### src/rtl/stopwatch_scan.sv
// BCD stopwatch with lap freeze, saturation flag and a multiplexed common-anode 7-segment scanner.
// Outputs are registered with one cycle of latency; pulse inputs are always accepted, with no backpressure.
module stopwatch_scan #(
  parameter int TICK_DIV = 500000,
  parameter int SCAN_DIV = 32768,
  parameter int NDIG     = 4
) (
  input  logic              CLK,
  input  logic              CLR,
  input  logic              START,
  input  logic              LAP,
  output logic              RUN,
  output logic              LAP_ACTIVE,
  output logic              WARN,
  output logic [4*NDIG-1:0] count_bcd,
  output logic [NDIG-1:0]   display,
  output logic [7:0]        out_display
);
  localparam int PW = $clog2(TICK_DIV);
  localparam int SW = (SCAN_DIV > 1) ? $clog2(SCAN_DIV) : 1;
  localparam int IW = $clog2(NDIG);
  localparam logic [PW-1:0] P_LAST = PW'(TICK_DIV - 1);
  localparam logic [SW-1:0] S_LAST = SW'(SCAN_DIV - 1);
  localparam logic [IW-1:0] I_LAST = IW'(NDIG - 1);

  logic              r_run;
  logic              r_lap_active;
  logic              r_warn;
  logic [4*NDIG-1:0] r_count;
  logic [4*NDIG-1:0] r_lap;
  logic [PW-1:0]     r_presc;
  logic [SW-1:0]     r_scan;
  logic [IW-1:0]     r_idx;
  logic [NDIG-1:0]   r_display;
  logic [7:0]        r_seg;

  logic              w_tick;
  logic              w_sat;
  logic [4*NDIG-1:0] w_inc;
  logic [4*NDIG-1:0] w_shown;
  logic [IW-1:0]     w_idx_nxt;
  logic [3:0]        w_dig;
  logic              w_dp;
  logic [7:0]        w_seg;

  // Tens-of-seconds and tens-of-minutes digits are base 6; all others base 10.
  function automatic logic [3:0] dig_max(input int i);
    return (i == 3 || i == 5) ? 4'd5 : 4'd9;
  endfunction

  assign w_tick = r_run && (r_presc == P_LAST);

  // Single-cycle ripple increment; a carry out of the top digit means the count is already at maximum.
  always_comb begin : incr
    logic c;
    c     = 1'b1;
    w_inc = r_count;
    for (int i = 0; i < NDIG; i++) begin
      if (c) begin
        if (r_count[4*i +: 4] == dig_max(i)) begin
          w_inc[4*i +: 4] = 4'd0;
        end else begin
          w_inc[4*i +: 4] = r_count[4*i +: 4] + 4'd1;
          c = 1'b0;
        end
      end
    end
    w_sat = c;
  end

  assign w_shown   = r_lap_active ? r_lap : r_count;
  assign w_idx_nxt = (r_scan != S_LAST) ? r_idx :
                     (r_idx == I_LAST)  ? '0 : r_idx + IW'(1);

  always_comb begin
    w_dig = 4'd0;
    for (int i = 0; i < NDIG; i++) begin
      if (IW'(i) == w_idx_nxt) w_dig = w_shown[4*i +: 4];
    end
  end

  assign w_dp = (int'(w_idx_nxt) == 2) || (int'(w_idx_nxt) == 4) || (int'(w_idx_nxt) == 6);

  always_comb begin
    case (w_dig)
      4'd0:    w_seg = 8'hC0;
      4'd1:    w_seg = 8'hF9;
      4'd2:    w_seg = 8'hA4;
      4'd3:    w_seg = 8'hB0;
      4'd4:    w_seg = 8'h99;
      4'd5:    w_seg = 8'h92;
      4'd6:    w_seg = 8'h82;
      4'd7:    w_seg = 8'hF8;
      4'd8:    w_seg = 8'h80;
      4'd9:    w_seg = 8'h90;
      default: w_seg = 8'hFF;
    endcase
    if (w_dp && w_dig <= 4'd9) w_seg[7] = 1'b0;
  end

  always_ff @(posedge CLK) begin
    if (CLR) begin
      r_run        <= 1'b0;
      r_lap_active <= 1'b0;
      r_warn       <= 1'b0;
      r_count      <= '0;
      r_lap        <= '0;
      r_presc      <= '0;
      r_scan       <= '0;
      r_idx        <= '0;
      r_display    <= ~NDIG'(1);
      r_seg        <= 8'hC0;
    end else begin
      if (START && !r_warn) r_run <= ~r_run;
      // Prescaler only advances while running so a paused partial tick survives resume.
      if (r_run) r_presc <= (r_presc == P_LAST) ? '0 : r_presc + PW'(1);
      if (w_tick) begin
        if (w_sat) begin
          r_warn <= 1'b1;
          r_run  <= 1'b0;
        end else begin
          r_count <= w_inc;
        end
      end
      if (LAP) begin
        if (!r_lap_active) r_lap <= r_count;
        r_lap_active <= ~r_lap_active;
      end
      r_scan    <= (r_scan == S_LAST) ? '0 : r_scan + SW'(1);
      r_idx     <= w_idx_nxt;
      // Anode and segments are loaded from the same next index so they always switch together.
      r_display <= ~(NDIG'(1) << w_idx_nxt);
      r_seg     <= w_seg;
    end
  end

  assign RUN         = r_run;
  assign LAP_ACTIVE  = r_lap_active;
  assign WARN        = r_warn;
  assign count_bcd   = r_count;
  assign display     = r_display;
  assign out_display = r_seg;

endmodule

### config.mk
export PLATFORM = sky130hd
export DESIGN_NAME = stopwatch_scan
export DESIGN_NICKNAME = d
export VERILOG_FILES = /design/src/rtl/stopwatch_scan.sv
export SDC_FILE = /design/constraint.sdc
export NUM_CORES = 1
export LEC_CHECK = 0
export ABC_CLOCK_PERIOD_IN_PS = 3800
export CORE_MARGIN = 2
export CORE_UTILIZATION = 58
export DETAILED_ROUTE_END_ITERATION = 7
export PLACE_DENSITY = 0.91
export SYNTH_ARGS = -nofsm -noshare
export SYNTH_HDL_FRONTEND = slang
export SYNTH_SLANG_ARGS = --single-unit
### constraint.sdc
create_clock -name CLK -period 3.8 [get_ports CLK]
set_clock_uncertainty 0.2 [all_clocks]
set_input_delay 0.57 -clock CLK [delete_from_list [all_inputs] [get_ports CLK]]
set_output_delay 0.57 -clock CLK [all_outputs]
set_load 0.03 [all_outputs]
==> key figures <==
Status
  • Status: completed

Floorplanning
  • Row count: 30
  • Die area: 7679 µm²
  • Die H: 87.63 µm
  • IO Pins: 35
  • Die width: 87.63 µm
  • Initial Utilization: 59.71%
  • Core Box Area: 6794 µm²

Clocking
  • # clock sinks: 83
  • PostCTS Resize Cnt: 0
  • Clk pin slew, worst setup/hold paths: 0.09 ns
  • CTS tree: yes
  • Root Driver: clkbuf_8
  • Cts hold-fix bufs: 0
  • H-tree depth: 3
  • Post-CTS Setup Repair Bufs: 0
  • Num CTS Buffers: 9
  • Worst-Skew Late Latency: 0.35 ns
  • Maximum clock insertion buffer count: 2

Yosys
  • Netlist cell types: 45
  • Post-Syn Instances: 448
  • Synthesized net count: 460
  • Post-synth EDFFs: 0
  • Ys flop type: dfxtp_1
  • Asr flop ratio synth: 0%
  • Seq/Total Area, Yosys: 40.96%
  • #FFs+latches synth: 83
  • Syn_area_per_cell: 9.054 µm²
  • Synthesized area: 4056 µm²
  • YS warnings: 0

Power
  • Logic pwr share: 3.4%
  • Peak VDD IR: 0.0002652 V
  • Switching Fraction: 22.72%
  • Internal power consumption: 1.199 mW
  • Power share of the clock group: 39.5%
  • Final Power: 1.552 mW
  • Sequential power share: 57.1%
  • Pleak: 1.668 nW
  • Net switching power: 0.3526 mW
  • PwrDens: 335.7 nW/µm²

Detailed routing
  • Per-cell routed wire length: 15.02 µm
  • Remaining DRCs: 0
  • Drt pass-1 iters: 4
  • ANT nets after route: 0
  • Via count: 3,311
  • Via/cell ratio: 5.758
  • Routed WL: 8637 µm
  • Starting DRT DRC Count: 195

GRT
  • Vias in the first global route: 3,252
  • Largest net degree at the start of global routing: 29
  • First-pass GRT wire length: 14,570 µm
  • Initial antenna violation count: 0
  • GRT overflow: 0
  • GRT Resource Usage Total: 24.04%

STA
  • Fin crit share: 84.49%
  • Setup tns final: 0 ns
  • Fin crit period: 3.211 ns
  • Final Hold Fails: 0
  • Setup-failing EPs final: 0
  • Max Slew Vio Count: 0
  • Hold_ws: 0.2746 ns
  • Max-slew headroom at the worst pin: 26.08%
  • Slew @ Worst Pin: 1.107 ns
  • RSZ-0062 raised after global routing: false
  • FMAX: 311.5 MHz

Setup path
  • CP max stage cell: mux4_2
  • WP data arrival: 3.27 ns
  • Critical path endpoint category: register
  • Critical Path Source Type: register
  • CP peak stage delay: 0.55 ns
  • FF-to-FF Start: r_idx[1]
  • Crit path required time: 3.86 ns
  • CP dominant cell by count: ha_1
  • R2R Setup Slk: 0.59 ns
  • Reg2Reg Depth: 10
  • Reg2reg end: out_display[6]
  • CP max FO: 8
  • Type of the worst setup path: register to register
  • Worst-path cell chain: ha_1, nor2_4, mux4_2, mux2_2, o21ai_1, inv_1, ha_1, nand2b_1, a21oi_1, o21bai_1

Place
  • Routability cong.: 0.8590
  • Placed inst area: 4436 µm²
  • IO Port Bufs: 34
  • Post-DP HPWL: 6049 µm

Hold path
  • WHS Path Cells: 2
  • Worst Hold End: r_lap[4]
  • Hold path startpoint: r_lap[4]
  • HP Class: register to register

Cells and area
  • Diode count: 0
  • P&R area growth vs syn: 13.94%
  • Nets: 486
  • Final Instance Area: 4622 µm²
  • Layout cells sized above 1: 9.603%

Run
  • Max-capacitance violation count: 0
logic make-up (layout without fill, tap and decap cells):
group           count (synthesis)  after routing  synth area share (%)
simple gates                  204            204                 25.29
flops                          83             83                 40.96
compound gates                 55             55                 7.249
xor+xnor                       36             36                 7.773
mux                            31             31                 12.99
buf+inv                        31             62                 3.269
fa+ha+maj                       8              8                 2.468
cell usage after synthesis (all sizes together) (2+ instances only):
master,number,share of area [%]
dfxtp,83,41
o21ai,11,1.4
nor2,57,5.5
clkbuf,14,1.3
nor3,7,1.4
ha,8,2.5
nor2b,8,1.2
mux2,3,0.83
inv,8,0.74
and3,8,1.3
nand2,61,5.6
mux2i,12,3.3
nor4b,2,0.43
nand3,17,2.1
xnor2,11,2.4
a31oi,2,0.31
or2,3,0.46
mux4,16,8.9
nand4,12,2.2
and4,4,0.86
a21oi,37,4.6
buf,8,1.1
or3,6,0.93
nand2b,8,1.2
xor2,25,5.4
nor3b,7,1.3
routing by layer:
layer	global-route usage [%]	share of wire (%)	vias to the layer above
li1	-	-	1603
met1	30.39	43	1588
met2	40.50	51	110
met3	4.430	5.0	10
met4	10.21	1.6	0
met5	0	0	-
registers in the layout, summed over array words and instances, names as in the netlist:
name         count
r_presc         19
count_bcd       16
r_lap           16
r_scan          15
out_display      8
display          4
r_idx            2
LAP_ACTIVE       1
RUN              1
WARN             1
worst max-delay path: cells and delay by family, from the launching register on:
family                   cells  cell delay (ns)
AO/OA/AOI/OAI                3             0.60
adder cells (fa/ha/maj)      2             0.47
AND/OR/NAND/NOR              2             0.49
flip-flops                   1             0.36
buffers and inverters        1             0.15
multiplexers                 2             0.84
layout by cell type, fill, tap and decap left out, types with 16 or more instances in the layout:
| master | Yosys | final |
|---|---|---|
| dfxtp_1 | 83 | 83 |
| nand3_1 | 17 | 17 |
| a21oi_1 | 37 | 37 |
| xor2_1 | 25 | 25 |
| mux4_2 | 16 | 16 |
| nand2_1 | 61 | 61 |
| clkdlybuf4s50_1 | 0 | 33 |
| nor2_1 | 56 | 56 |
worst max-delay path by stage:
stage	startpoint	end	slack, ns	cells after the start
floorplan	r_idx[0]	out_display[6]	0.90	10
global placement	r_idx[1]	out_display[5]	0.76	10
detailed placement	r_idx[1]	out_display[6]	0.61	10
CTS	r_idx[1]	out_display[6]	0.58	10
global route	r_idx[1]	out_display[6]	0.38	10
finish	r_idx[1]	out_display[6]	0.59	10
power groups by stage:
stage | clock (mW) | sequential, mW | combinational [mW]
global placement | 0 | 0.907 | 0.0498
floorplan | 0 | 0.905 | 0.0407
global route | 0.652 | 0.888 | 0.0579
CTS | 0.619 | 0.887 | 0.0527
detailed placement | 0 | 0.907 | 0.0525
finish | 0.612 | 0.887 | 0.0527
metrics by stage:
| stage | util, % | setup slack, ns | std cells |
|---|---|---|---|
| 3_3_place_gp | 65.29 | 0.7602 | 559 |
| 2_1_floorplan | - | 0.9015 | 448 |
| 4_1_cts | 68.03 | 0.5795 | 575 |
| 3_5_place_dp | 65.29 | 0.6145 | 559 |
| 6_report | 68.03 | 0.5893 | 575 |
| 5_1_grt | 68.03 | 0.3816 | 575 |
area by class of cell:
type | instances | area, µm²
Tap cell | 96 | 120.1
Multi-Input combinational cell | 334 | 2262
Clock inverter | 4 | 51.30
Timing Repair Buffer | 37 | 357.8
Clock buffer | 12 | 135.1
Inverter | 9 | 33.78
Sequential cell | 83 | 1662
Fill cell | 494 | 2172
(Power assumes the default switching activity.)
